$ cat src/rtl/fetch_unit_pkg.sv
// Shared definitions for the RV32I fetch stage: NOP encoding, reset PC and FSM states.
package fetch_unit_pkg;

    localparam logic [31:0] NOP_INSTR    = 32'h0000_0013;
    localparam logic [31:0] RESET_PC_DEF = 32'h0000_0000;

    typedef enum logic [1:0] {
        S_IDLE = 2'd0,
        S_WAIT = 2'd1,
        S_KILL = 2'd2,
        S_HOLD = 2'd3
    } fetch_state_e;

endpackage

$ cat src/rtl/fetch_unit_if_id_reg.sv
// IF/ID pipeline register: flush > stall > load > bubble, async active-high reset.
module if_id_reg
    import fetch_unit_pkg::*;
#(
    parameter int          XLEN = 32,
    parameter logic [31:0] NOP  = NOP_INSTR
) (
    input  logic            clk,
    input  logic            reset,
    input  logic            flush_i,
    input  logic            stall_i,
    input  logic            load_i,
    input  logic [31:0]     instr_i,
    input  logic [XLEN-1:0] pc_i,
    input  logic [XLEN-1:0] pc_plus4_i,
    output logic [31:0]     instr_o,
    output logic [XLEN-1:0] pc_o,
    output logic [XLEN-1:0] pc_plus4_o,
    output logic            valid_o
);

    logic [31:0]     instr_q;
    logic [XLEN-1:0] pc_q;
    logic [XLEN-1:0] pc_plus4_q;
    logic            valid_q;

    // A bubble only needs a NOP and a cleared valid; the PC fields are don't-care.
    always_ff @(posedge clk or posedge reset) begin
        if (reset) begin
            instr_q    <= NOP;
            pc_q       <= '0;
            pc_plus4_q <= '0;
            valid_q    <= 1'b0;
        end else if (flush_i) begin
            instr_q    <= NOP;
            pc_q       <= '0;
            pc_plus4_q <= '0;
            valid_q    <= 1'b0;
        end else if (!stall_i) begin
            if (load_i) begin
                instr_q    <= instr_i;
                pc_q       <= pc_i;
                pc_plus4_q <= pc_plus4_i;
                valid_q    <= 1'b1;
            end else begin
                instr_q    <= NOP;
                valid_q    <= 1'b0;
            end
        end
    end

    assign instr_o    = instr_q;
    assign pc_o       = pc_q;
    assign pc_plus4_o = pc_plus4_q;
    assign valid_o    = valid_q;

endmodule

$ cat src/rtl/fetch_unit.sv
// IF stage of the 5-stage RV32I core: PC register, single-outstanding imem FSM with
// stale-response kill and a one-entry hold buffer, feeding the IF/ID register.
module fetch_unit
    import fetch_unit_pkg::*;
#(
    parameter int              XLEN     = 32,
    parameter logic [XLEN-1:0] RESET_PC = XLEN'(RESET_PC_DEF),
    parameter logic [31:0]     NOP      = NOP_INSTR
) (
    input  logic            clk,
    input  logic            reset,
    input  logic            StallF,
    input  logic            StallD,
    input  logic            FlushD,
    input  logic            PCSrcE,
    input  logic            JalrE,
    input  logic [XLEN-1:0] PCTargetE,
    output logic            imem_req,
    output logic [XLEN-1:0] imem_addr,
    input  logic            imem_rvalid,
    input  logic [31:0]     imem_rdata,
    output logic [XLEN-1:0] PCF,
    output logic [31:0]     InstrD,
    output logic [XLEN-1:0] PCD,
    output logic [XLEN-1:0] PCPlus4D,
    output logic            ValidD
);

    fetch_state_e    state_q, state_d;
    logic [XLEN-1:0] pcf_q, pcf_d;
    logic [31:0]     buf_instr_q, buf_instr_d;
    logic [XLEN-1:0] buf_pc_q, buf_pc_d;

    logic            redirect;
    logic [XLEN-1:0] target;
    logic [XLEN-1:0] pcf_plus4;
    logic            req;
    logic            load;
    logic [31:0]     load_instr;
    logic [XLEN-1:0] load_pc;
    logic [XLEN-1:0] load_pc4;
    logic            unused_tgt_lsbs;

    assign redirect        = PCSrcE | JalrE;
    assign target          = {PCTargetE[XLEN-1:2], 2'b00};
    assign unused_tgt_lsbs = ^PCTargetE[1:0];
    assign pcf_plus4       = pcf_q + XLEN'(4);
    assign load_pc4        = load_pc + XLEN'(4);

    always_comb begin
        state_d     = state_q;
        pcf_d       = pcf_q;
        buf_instr_d = buf_instr_q;
        buf_pc_d    = buf_pc_q;
        req         = 1'b0;
        imem_addr   = pcf_q;
        load        = 1'b0;
        load_instr  = buf_instr_q;
        load_pc     = buf_pc_q;
        unique case (state_q)
            S_IDLE: begin
                if (redirect) begin
                    pcf_d = target;
                end else if (!StallF) begin
                    req     = 1'b1;
                    state_d = S_WAIT;
                end
            end
            S_WAIT: begin
                if (redirect) begin
                    pcf_d   = target;
                    state_d = imem_rvalid ? S_IDLE : S_KILL;
                end else if (imem_rvalid) begin
                    pcf_d = pcf_plus4;
                    if (!StallD) begin
                        load       = 1'b1;
                        load_instr = imem_rdata;
                        load_pc    = pcf_q;
                        // Back-to-back issue keeps one instruction per cycle.
                        if (!StallF) begin
                            req       = 1'b1;
                            imem_addr = pcf_plus4;
                        end else begin
                            state_d = S_IDLE;
                        end
                    end else begin
                        buf_instr_d = imem_rdata;
                        buf_pc_d    = pcf_q;
                        state_d     = S_HOLD;
                    end
                end
            end
            S_KILL: begin
                if (redirect) pcf_d = target;
                if (imem_rvalid) state_d = S_IDLE;
            end
            S_HOLD: begin
                if (redirect) begin
                    pcf_d   = target;
                    state_d = S_IDLE;
                end else if (!StallD) begin
                    load    = 1'b1;
                    state_d = S_IDLE;
                end
            end
            default: state_d = S_IDLE;
        endcase
    end

    always_ff @(posedge clk or posedge reset) begin
        if (reset) begin
            state_q     <= S_IDLE;
            pcf_q       <= RESET_PC;
            buf_instr_q <= NOP;
            buf_pc_q    <= '0;
        end else begin
            state_q     <= state_d;
            pcf_q       <= pcf_d;
            buf_instr_q <= buf_instr_d;
            buf_pc_q    <= buf_pc_d;
        end
    end

    assign imem_req = req & ~reset;
    assign PCF      = pcf_q;

    if_id_reg #(
        .XLEN (XLEN),
        .NOP  (NOP)
    ) u_if_id (
        .clk        (clk),
        .reset      (reset),
        .flush_i    (FlushD),
        .stall_i    (StallD),
        .load_i     (load),
        .instr_i    (load_instr),
        .pc_i       (load_pc),
        .pc_plus4_i (load_pc4),
        .instr_o    (InstrD),
        .pc_o       (PCD),
        .pc_plus4_o (PCPlus4D),
        .valid_o    (ValidD)
    );

endmodule

$ cat config.mk
export PLATFORM = sky130hd
export DESIGN_NAME = fetch_unit
export DESIGN_NICKNAME = d
export VERILOG_FILES = /design/src/rtl/fetch_unit_pkg.sv /design/src/rtl/fetch_unit_if_id_reg.sv /design/src/rtl/fetch_unit.sv
export SDC_FILE = /design/constraint.sdc
export NUM_CORES = 1
export LEC_CHECK = 0
export ABC_AREA = 1
export CAP_MARGIN = 40
export CORE_ASPECT_RATIO = 0.7
export CORE_MARGIN = 2
export CORE_UTILIZATION = 51
export DETAILED_ROUTE_END_ITERATION = 16
export HOLD_SLACK_MARGIN = 0.08
export PLACE_DENSITY_LB_ADDON = 0.12
export SKIP_LAST_GASP = 1
export SLEW_MARGIN = 30
export SYNTH_ARGS = -nofsm -noshare
export SYNTH_HDL_FRONTEND = slang
export SYNTH_SLANG_ARGS = --single-unit
export TNS_END_PERCENT = 50
$ cat constraint.sdc
create_clock -name clk -period 7.92 [get_ports clk]
set_clock_uncertainty 0.2 [all_clocks]
set_input_delay 1.98 -clock clk [delete_from_list [all_inputs] [get_ports clk]]
set_output_delay 1.98 -clock clk [all_outputs]
set_load 0.005 [all_outputs]
### Word-level counts from Yosys, hierarchy flattened

Index checks and enable logic that the tools add are counted.

* add/subtract/negate cells: 2
* equality and inequality tests: 11
* mux-type cells: 50
* bitwise logic cells: 4
* reductions and logical operators: 7

Operators by type and width (number)
* 32-bit two-way mux: 24
* 32-bit by 3-bit adder with 32-bit output (second input constant): 2
* 32-bit one-hot mux with 2 select lines: 1
* 2-bit two-way mux: 10
* 1-bit two-way mux: 12
* 2-bit one-hot mux with 4 select lines: 1
* 2-bit inequality test (second input constant): 3
* 3-bit inequality test (second input constant): 2
* 6-bit AND reduction: 1
* 2-bit == test (second input constant): 2
* 2-bit by 1-bit inequality test with 1-bit output (second input constant): 2
* 4-bit inequality test (second input constant): 1
* 1-bit one-hot mux with 2 select lines: 2
* 2-bit AND reduction: 2
* 4-bit AND reduction: 1
* 3-bit OR reduction: 1
* 2-bit by 1-bit == test with 1-bit output (second input constant): 1
* 2-bit logical NOT: 1
* 1-bit inverter: 2
* 2-bit nonzero test: 1
* 1-bit bitwise AND: 1
* 1-bit OR: 1

* bits in registers: 195
* input bits: 72
* output and inout port bits: 162
* logic and storage cells: 82

### Depth between registers and ports, before layout

Gate-level depths: netlist of the first run.

* word-level depth: 8
* depth in mapped cells: 18
* depth with buffers taken out: 15

### Cells and area by module

A second synthesis of the first run with hierarchy kept.

* cell total of the unflattened synthesis: 1480
* area, all modules: 10869.2 um^2

By module, submodules not included
* fetch_unit: times used 1, cells an instance 1033, area each 6720.2 um^2, sequential area each 2356.0 um^2
* if_id_reg: times used 1, cells an instance 447, area each 4149.0 um^2, sequential area each 2431.1 um^2

### Least setup slack after synthesis of the first run

No wires, ideal clock.

* path type: input port to output port
* from: input JalrE
* to: output imem_addr[28]
* arrival: 3.279 ns
* required time: 5.740 ns
* path slack: 2.461 ns
* cell stages on the path: 9
* path buffers: 1
* cells stage by stage: nor2_1 > buf_2 > nand3_4 > nor2_2 > inv_2 > nor2_4 > nand2_2 > nor2_2 > xor2_1

* longest elaborated chain between the ends: 3

Ends and longest elaborated chain
* from (decl): line fetch_unit.sv:16 `input logic JalrE,`
* 1-bit OR: line fetch_unit.sv:44 `assign redirect = PCSrcE | JalrE;`
* 32-bit two-way mux: line fetch_unit.sv:70 `if (redirect) begin`
* 32-bit two-way mux: line fetch_unit.sv:60 `unique case (state_q)`
* to (decl): line fetch_unit.sv:19 `output logic [XLEN-1:0] imem_addr,`

No other way between the ends.

### Worst setup path in the final report of the first run

* from: input imem_rvalid
* to: output imem_addr[18]

* longest elaborated chain between the ends: 3

Ends and longest elaborated chain
* from (decl): line fetch_unit.sv:20 `input logic imem_rvalid,`
* 32-bit two-way mux: line fetch_unit.sv:73 `end else if (imem_rvalid) begin`
* 32-bit two-way mux: line fetch_unit.sv:70
* 32-bit two-way mux: line fetch_unit.sv:60

No other way between the ends.

==> results of run 1 <==
cell type report:
cell class                 instances  area (sq um)  share of cell area [%]
sequential                       188          4710                    35.9
clock buffer                      18           429                    3.27
multi-input combinational        918          4580                    34.9
clock inverter                    13           131                    1.00
tap                              270           338                    2.58
inverter                         129           492                    3.75
timing repair buffer             244          2440                    18.6
registers in the layout, summed over array words and instances (netlist names):
name and count:
state_q 2, u_if_id.pc_o 30, PCF 30, buf_instr_q 32
u_if_id.pc_plus4_o 31, u_if_id.instr_o 32, u_if_id.valid_o 1, buf_pc_q 30
cells in the mapped netlist, types with 16 or more instances:
master / number
nand2_1: 317
dfrtp_1: 182
o21ai_0: 150
nor2_1: 127
inv_1: 119
nand3_1: 83
a21oi_1: 48
clkbuf_1: 38
xor2_1: 27
o22ai_1: 24
buf_2: 20
nor2_2: 17
nand2_2: 16
nand4_1: 16
stage by stage:
| stage | cells | util, % |
|---|---|---|
| after floorplan | 1309 | - |
| after global routing | 1780 | 66.8 |
| after global placement | 1746 | 63.6 |
| after detailed placement | 1748 | 63.8 |
| after CTS | 1779 | 66.7 |
| final | 1780 | 66.8 |
layout by cell type, fill, tap and decap left out, types with 6 or more instances in the layout:
cell,synthesis,final
nand2_1,317,317
clkdlybuf4s50_1,0,227
dfrtp_1,182,182
o21ai_0,150,150
nor2_1,127,125
inv_1,119,118
nand3_1,83,83
a21oi_1,48,48
xor2_1,27,27
o22ai_1,24,24
nor2_2,17,17
clkbuf_16,0,17
nand4_1,16,16
nand2_2,16,16
buf_4,8,14
mux2_2,13,13
a32o_1,12,12
nor2_4,8,10
inv_2,9,9
nor3_1,9,9
o21ai_1,9,9
o211ai_1,8,8
dfstp_2,6,6
metal layers:
layer / global-route usage, % / vias up / routed length, microns
li1: - / 4649 / -
met1: 44.1 / 4559 / 14200
met2: 42.6 / 428 / 13000
met3: 6.43 / 45 / 2740
met4: 8.35 / 0 / 543
met5: 0 / - / 0
logic make-up (layout without fill, tap and decap cells):
| family | Yosys count | count (layout) | share of synthesized area, % |
|---|---|---|---|
| compound gates | 263 | 263 | 14.4 |
| xor+xnor | 28 | 28 | 2.42 |
| fa+ha+maj | 2 | 2 | 0.247 |
| buf+inv | 203 | 404 | 8.56 |
| flops | 188 | 188 | 46.5 |
| mux | 13 | 13 | 1.45 |
| other cells | 1 | 4 | 0.0370 |
| simple gates | 608 | 608 | 26.4 |
worst max-delay path: stages:
cell and delay (ns):
clkdlybuf4s50_1 0.59, inv_1 0.12, nor2_1 0.17, nand3_4 0.28
nor2_2 0.31, nand2_1 0.13, nor2_1 0.34, nand2_1 0.13
xor2_1 0.16, inv_1 0.06, clkdlybuf4s50_1 0.49
path summary, 6_finish.rpt:
kind,from,endpoint,slack [ns],cells after the start
max in group asynchronous,reset,u_if_id.pc_plus4_o[15],4.74,4
max reg2reg,state_q[1],u_if_id.pc_plus4_o[24],4.42,13
min reg2reg,u_if_id.pc_plus4_o[16],u_if_id.pc_plus4_o[16],0.28,2
min in group asynchronous,reset,u_if_id.instr_o[29],1.81,2
max,imem_rvalid,imem_addr[18],0.97,11
min,u_if_id.pc_plus4_o[16],u_if_id.pc_plus4_o[16],0.28,2
power groups by stage:
| stage | registers, mW | logic [mW] | clock network [mW] |
|---|---|---|---|
| 2_1_floorplan | 1.11 | 0.287 | 0 |
| 3_3_place_gp | 1.13 | 0.462 | 0 |
| 3_5_place_dp | 1.13 | 0.472 | 0 |
| 4_1_cts | 1.11 | 0.477 | 0.845 |
| 5_1_grt | 1.13 | 0.529 | 0.892 |
| 6_report | 1.11 | 0.480 | 0.842 |
==> qor.txt, run 1 <==
Number of max-cap violations -> 0
Row cnt -> 43
Post-route DRC -> 0
RSZ-0062 raised after global routing -> false
# port buffers -> 227
Max Root-Sink Buffers -> 2
Final Cycle Share -> 87.7%
Num ports -> 234
Setup CP Type -> in -> out
Crit end category -> output port
Final #Nets -> 1572
Syn Std Cell Area -> 0.0101 sq mm
CTS tree -> yes
CTS root buf -> clkbuf_16
Yosys warning count -> 0
Min Hold Slack -> 0.282 ns
Dpl cell area -> 0.0125 sq mm
Post-CTS resize count -> 0
Die area -> 0.0210 sq mm
Tot GR Track Use -> 29.3%
Final wirelength -> 30400 microns
Slew Viols, Final -> 0
Maximum clock frequency -> 144 MHz
Antenna cells -> 0
Vias in the first global route -> 8817
Ratio of cells with drive above 1 in the final layout -> 8.68%
Synth area leaders -> dfrtp_1 45%, nand2_1 12%, o21ai_0 7.4%
Reg power frac -> 45.8%
Worst-margin pin slew -> 0.755 ns
Clock sinks -> 188
Core box area -> 0.0196 sq mm
Min Tclk post-route -> 6.95 ns
# fillers -> 1680
First-pass DRT Iterations -> 6
Synthesized flop and latch total -> 188
Switching pwr -> 752 uW
Area Growth Syn to Fin -> 29.5%
Avg WL per Cell -> 17.1 microns
Switching Fraction -> 30.9%
Vias/cell -> 5.44
Data arrival, critical path -> 4.77 ns
Clock Power Share -> 34.5%
Most used DFF post-synth -> dfrtp_1
Remaining antenna violation count -> 0
Comb pwr share -> 19.7%
Die height -> 122 microns
Post-DP HPWL -> 21500 microns
RePlAce Congestion -> 0.893
Post CTS Setup Buffer Count -> 0
Total negative setup slack -> 0 ns
H-tree levels -> 4
Clock transition at path regs -> 0.07 ns
Starting density of the core -> 51.6%
Seq/Total Area, Yosys -> 46.5%
Worst min-delay path class -> reg -> reg
Setup ws final -> 0.972 ns
DR iter-0 viols -> 896
Post-synth top area cell -> dfrtp_1
Average size of a mapped cell -> 7.76 sq um
Rel. slew slack -> 49.7%
Initial antenna violation count -> 0
Leak -> 5.90 nW
Final Hold Fails -> 0
Startpoint type of the worst setup path -> primary input
EDFF count, synth -> 0
Worst vdd ir -> 94.1 uV
Largest net degree at the start of global routing -> 69
Synth top area share -> 45.0%
Cell Pwr Density -> 186 mW/mm^2
Vias -> 9681
Pre-CTS setup slack -> 1.02 ns
Cts hold-fix bufs -> 0
Total global routing overflow -> 0
Async SR Flop Fraction -> 100%
Int Power -> 1.68 mW
Crit Path Max Fanout -> 19
First-pass GRT wire length -> 47200 microns
Status -> finished clean
Clk Latency, worst-skew pair -> 0.44 ns
Final Setup Violations -> 0
Num CTS Buffers -> 17
Die width -> 172 microns
Tot Pwr -> 2.44 mW
Final instance area -> 0.0131 sq mm
Crit path required time -> 5.74 ns
Count of cell types in the netlist -> 47
Synth Instances -> 1306
Power figures use the tool's default switching activity.
==> run 2, diff against run 1 <==
Settings changed: SLEW_MARGIN 30 to default.
==> qor.txt, run 2 (same netlist as run 1, synthesis figures left out) <==
Slew Viols, Final -> 0 (unchanged)
Family with the most delay on the worst path -> simple AND/OR/NAND/NOR gates
Cell Pwr Density -> 185 mW/mm^2 (-0.25%)
Antenna cells -> 0 (unchanged)
Worst vdd ir -> 112 uV (+19%)
Max Root-Sink Buffers -> 2 (unchanged)
Comb pwr share -> 19.7% (about the same)
Initial antenna violation count -> 0 (unchanged)
Most frequent cells in the layout -> 317 x nand2_1, 227 x clkdlybuf4s50_1, 182 x dfrtp_1
RSZ-0062 raised after global routing -> false
Clock sinks -> 188 (unchanged)
Critical-path top delay cell -> clkdlybuf4s50_1
Die height -> 122 microns (unchanged)
Tot GR Track Use -> 29.6% (+0.26 points)
Total negative setup slack -> 0 ns (unchanged)
Dpl cell area -> 0.0125 sq mm (about the same)
Worst min-delay path class -> reg -> reg
Row cnt -> 43 (unchanged)
Final instance area -> 0.0131 sq mm (about the same)
Die area -> 0.0210 sq mm (unchanged)
Vias in the first global route -> 8955 (+1.6%)
Final wirelength -> 30300 microns (-0.36%)
Crit end category -> output port
Post-route DRC -> 0 (unchanged)
Clk Latency, worst-skew pair -> 0.44 ns (about the same)
Final #Nets -> 1571 (-0.064%)
DR iter-0 viols -> 944 (+5.4%)
Cts hold-fix bufs -> 0 (unchanged)
Setup CP Type -> in -> out
Post-DP HPWL -> 21400 microns (-0.32%)
Vias -> 9710 (+0.30%)
Reg power frac -> 45.9% (about the same)
Ratio of cells with drive above 1 in the final layout -> 8.68% (about the same)
Worst-margin pin slew -> 0.758 ns (+0.00360 ns)
Crit path required time -> 5.74 ns (about the same)
Largest stage delay, worst path -> 0.58 ns (about the same)
Vias/cell -> 5.46 (+0.36%)
Largest net degree at the start of global routing -> 69 (unchanged)
Pre-CTS setup slack -> 1.01 ns (-0.0175 ns)
CTS tree -> yes
Leak -> 5.91 nW (about the same)
First-pass DRT Iterations -> 5 (-1)
Startpoint type of the worst setup path -> primary input
Switching pwr -> 764 uW (+1.6%)
Number of max-cap violations -> 0 (unchanged)
Core box area -> 0.0196 sq mm (unchanged)
CP Cell Sequence -> clkdlybuf4s50_1 -> inv_1 -> nor2_1 -> nand3_4 -> nor2_2 -> nand2_1 -> nor2_1 -> nand2_1 -> xor2_1 -> inv_1 -> clkdlybuf4s50_1
Crit Path Max Fanout -> 19 (unchanged)
Setup ws final -> 0.963 ns (-0.00837 ns)
First-pass GRT wire length -> 47800 microns (+1.2%)
Post-CTS resize count -> 0 (unchanged)
Tot Pwr -> 2.43 mW (-0.22%)
Starting density of the core -> 51.6% (unchanged)
CP bufs+invs -> 4 (unchanged)
Clock transition at path regs -> 0.07 ns (about the same)
Switching Fraction -> 31.4% (+0.55 points)
Data arrival, critical path -> 4.78 ns (about the same)
Final Cycle Share -> 87.8% (+0.11 points)
Clock Power Share -> 34.4% (about the same)
Maximum clock frequency -> 144 MHz (-0.12%)
Total global routing overflow -> 0 (unchanged)
# port buffers -> 227 (unchanged)
Die width -> 172 microns (unchanged)
Final core utilization -> 66.8% (about the same)
Num ports -> 234 (unchanged)
Commonest non-fill, non-tap cell in the layout -> nand2_1
Int Power -> 1.67 mW (-1.0%)
Status -> finished clean
Post CTS Setup Buffer Count -> 0 (unchanged)
CTS root buf -> clkbuf_16
Final Hold Fails -> 0 (unchanged)
RePlAce Congestion -> 0.893 (unchanged)
H-tree levels -> 4 (unchanged)
Num CTS Buffers -> 17 (unchanged)
Remaining antenna violation count -> 0 (unchanged)
Final Setup Violations -> 0 (unchanged)
Area Growth Syn to Fin -> 29.6% (about the same)
Avg WL per Cell -> 17.0 microns (-0.31%)
Min Tclk post-route -> 6.96 ns (+0.00837 ns)
Rel. slew slack -> 49.4% (-0.24 points)
-- run 2: cell count changes in the layout (fill, tap and decap cells not counted) --
cell,delta
inv_8,+1
clkinv_8,+2
buf_12,-1
clkbuf_8,+1
buf_8,-1
clkinv_4,+3
clkinvlp_4,-2
clkinv_2,-1
bufinv_16,-1
inv_6,-2
buf_16,+1
clkbuf_1,-1
-- run 2: final cells by class --
| class | instances | area, sq um |
|---|---|---|
| clock buffers | 18 | 439 |
| inverters | 129 | 492 |
| well taps | 270 | 338 |
| flip-flops and latches | 188 | 4710 |
| multi-input cells | 918 | 4580 |
| clock inverters | 13 | 134 |
| fillers | 1677 | 6520 |
| repair buffers | 243 | 2430 |
-- run 2: path summary, 6_finish.rpt --
kind                                        start                endpoint  slack, ns  cells after the start
max                                   imem_rvalid           imem_addr[18]       0.96                     11
min                        u_if_id.pc_plus4_o[16]  u_if_id.pc_plus4_o[16]       0.28                      2
max reg2reg                            state_q[1]  u_if_id.pc_plus4_o[24]       4.41                     13
min reg2reg                u_if_id.pc_plus4_o[16]  u_if_id.pc_plus4_o[16]       0.28                      2
max in group asynchronous                   reset        u_if_id.pc_o[12]       4.59                      3
min in group asynchronous                   reset     u_if_id.instr_o[29]       1.82                      2
-- run 2: metrics by stage --
step | hold slack, ns | cells
detailed placement | 0.267 | 1748
global placement | 0.267 | 1746
floorplan | 0.272 | 1309
finish | 0.280 | 1779
global route | 0.304 | 1779
CTS | 0.288 | 1779
-- run 2: worst min-delay path, cell delays in order (launching register included) --
cell	delay, ns
dfrtp_1	0.34
nand2_1	0.05
nand2_1	0.05
-- run 2: metal layers --
layer / wire, microns / global-route usage, %
met1: 13900 / 43.8
met2: 13000 / 43.1
met3: 3040 / 7.63
met4: 433 / 7.98
met5: 0 / 0
-- run 2: power by group through the flow --
stage	Clock, mW	Sequential (mW)	Combinational [mW]
after floorplan	0	1.11	0.287
after global placement	0	1.13	0.462
after detailed placement	0	1.13	0.472
after CTS	0.845	1.11	0.476
after global routing	0.890	1.13	0.530
final	0.838	1.12	0.478
==> run 3, diff against run 2 <==
Clock period 7.92 ns to 6.55 ns, I/O delays scaled along.
==> qor.txt, run 3 (same netlist as run 1, synthesis figures left out) <==
Int Power -> 2.06 mW (+23%)
Clock sinks -> 188 (unchanged)
Worst min-delay path class -> reg -> reg
Initial antenna violation count -> 2 (+2)
Antenna cells -> 0 (unchanged)
Reg2Reg Setup Slack -> 3.42 ns (-0.99 ns)
Reg power frac -> 45.2% (-0.7 points)
Vias in the first global route -> 9192 (+2.6%)
Worst-margin pin slew -> 0.729 ns (-0.0291 ns)
Startpoint type of the worst setup path -> primary input
Status -> finished clean
H-tree levels -> 4 (unchanged)
Maximum clock frequency -> 166 MHz
Crit path required time -> 4.71 ns (-1.03 ns)
Final Hold Fails -> 0 (unchanged)
Post CTS Setup Buffer Count -> 0 (unchanged)
Cell Pwr Density -> 227 mW/mm^2 (+22%)
CTS tree -> yes
Starting density of the core -> 51.6% (unchanged)
Most frequent cells in the layout -> 317 x nand2_1, 227 x clkdlybuf4s50_1, 182 x dfrtp_1
Switching Fraction -> 31.0% (-0.36 points)
Number of max-cap violations -> 0 (unchanged)
Area Growth Syn to Fin -> 30.0%
Vias/cell -> 5.49 (+0.53%)
Cts hold-fix bufs -> 0 (unchanged)
Comb pwr share -> 19.5% (-0.2 points)
Min Tclk post-route -> 6.04 ns
CP Cell Sequence -> clkdlybuf4s50_1 -> inv_1 -> nor2_1 -> nand3_4 -> nor2_2 -> inv_2 -> nor2_4 -> nand2_2 -> nor2_2 -> xor2_1 -> clkdlybuf4s50_1
Final Non-Filler Cells -> 1784 (+0.28%)
First-pass DRT Iterations -> 6 (+1)
Setup CP Type -> in -> out
Vias -> 9789 (+0.81%)
Tot GR Track Use -> 30.4% (+0.85 points)
DR iter-0 viols -> 1018 (+7.8%)
DP Cell Count -> 1752 (+0.23%)
Clock transition at path regs -> 0.08 ns (about the same)
RePlAce Congestion -> 0.896 (+0.36%)
Final wirelength -> 30700 microns (+1.2%)
Die height -> 122 microns (unchanged)
Slew Viols, Final -> 0 (unchanged)
Crit Path Max Fanout -> 18 (-1)
CTS root buf -> clkbuf_16
Switching pwr -> 927 uW (+21%)
Clk Latency, worst-skew pair -> 0.43 ns (about the same)
Post-route DRC -> 0 (unchanged)
Post-DP HPWL -> 21500 microns (about the same)
Post-CTS resize count -> 0 (unchanged)
Die width -> 172 microns (unchanged)
Clock Power Share -> 35.3% (+0.9 points)
RSZ-0062 raised after global routing -> false
Remaining antenna violation count -> 0 (unchanged)
Rel. slew slack -> 51.4% (+1.9 points)
Data arrival, critical path -> 4.20 ns (-0.58 ns)
Final Cycle Share -> 92.2%
Largest stage delay, worst path -> 0.56 ns (-0.02 ns)
Final #Nets -> 1575 (+0.25%)
Num CTS Buffers -> 17 (unchanged)
Num ports -> 234 (unchanged)
Crit end category -> output port
Final Setup Violations -> 0 (unchanged)
Row cnt -> 43 (unchanged)
Critical-path top delay cell -> clkdlybuf4s50_1
# fillers -> 1641 (-2.1%)
Largest net degree at the start of global routing -> 137 (+99%)
Ratio of cells with drive above 1 in the final layout -> 8.92% (+0.24 points)
Commonest non-fill, non-tap cell in the layout -> nand2_1
Leak -> 5.94 nW (+0.53%)
Total negative setup slack -> 0 ns (unchanged)
Die area -> 0.0210 sq mm (unchanged)
Avg WL per Cell -> 17.2 microns (+0.94%)
Max Root-Sink Buffers -> 2 (unchanged)
First-pass GRT wire length -> 49200 microns (+3.0%)
Total global routing overflow -> 0 (unchanged)
# port buffers -> 227 (unchanged)
Worst vdd ir -> 126 uV (+13%)
Core box area -> 0.0196 sq mm (unchanged)
==> run 3: metrics by stage <==
| step | worst slack [ns] | power, mW | hold slack (ns) | util [%] | cell area [sq um] |
|---|---|---|---|---|---|
| finish | 0.511 | 2.98 | 0.285 | 67.1 | 13200 |
| global route | 0.301 | 3.13 | 0.310 | 67.1 | 13200 |
| CTS | 0.489 | 2.98 | 0.288 | 67.1 | 13200 |
| detailed placement | 0.516 | 1.94 | 0.267 | 64.1 | 12600 |
| global placement | 0.594 | 1.93 | 0.265 | 63.8 | 12500 |
| floorplan | 1.78 | 1.69 | 0.272 | - | 10100 |
==> run 3: critical path, delay by kind of cell <==
family                 cells  cell delay, ns
buffers and inverters      4            1.46
XOR/XNOR                   1            0.17
AND/OR/NAND/NOR            6            0.93
==> run 3: final timing paths <==
| path | to | cells after the start | from |
|---|---|---|---|
| worst max-delay path | imem_addr[28] | 11 | imem_rvalid |
| worst min-delay path | u_if_id.pc_plus4_o[9] | 2 | u_if_id.pc_plus4_o[9] |
| worst max register to register | u_if_id.pc_plus4_o[20] | 13 | state_q[1] |
| worst min register to register | u_if_id.pc_plus4_o[9] | 2 | u_if_id.pc_plus4_o[9] |
| max in group asynchronous | u_if_id.pc_plus4_o[12] | 3 | reset |
| min in group asynchronous | state_q[0] | 3 | reset |
==> run 3: final cells by class <==
type / instances / area [sq um] / share of cell area, %
clock inverter: 13 / 148 / 1.12
tap: 270 / 338 / 2.56
inverter: 129 / 488 / 3.70
clock buffer: 19 / 443 / 3.36
multi-input combinational: 918 / 4580 / 34.7
timing repair buffer: 247 / 2470 / 18.7
sequential: 188 / 4710 / 35.8
==> run 3: power groups by stage <==
stage | combinational [mW] | sequential [mW] | clock (mW)
finish | 0.581 | 1.35 | 1.05
global route | 0.644 | 1.36 | 1.12
global placement | 0.563 | 1.36 | 0
detailed placement | 0.572 | 1.37 | 0
floorplan | 0.347 | 1.34 | 0
CTS | 0.577 | 1.35 | 1.06
==> run 3: metal layers <==
layer / wire length [microns] / GRT usage [%] / up-vias / share of wire, %
met4: 612 / 8.04 / 4 / 2.0
met3: 3020 / 7.12 / 46 / 9.8
met2: 13100 / 44.4 / 486 / 43
met5: 27 / 0 / - / 0.088
li1: - / - / 4645 / -
met1: 13900 / 45.5 / 4608 / 45
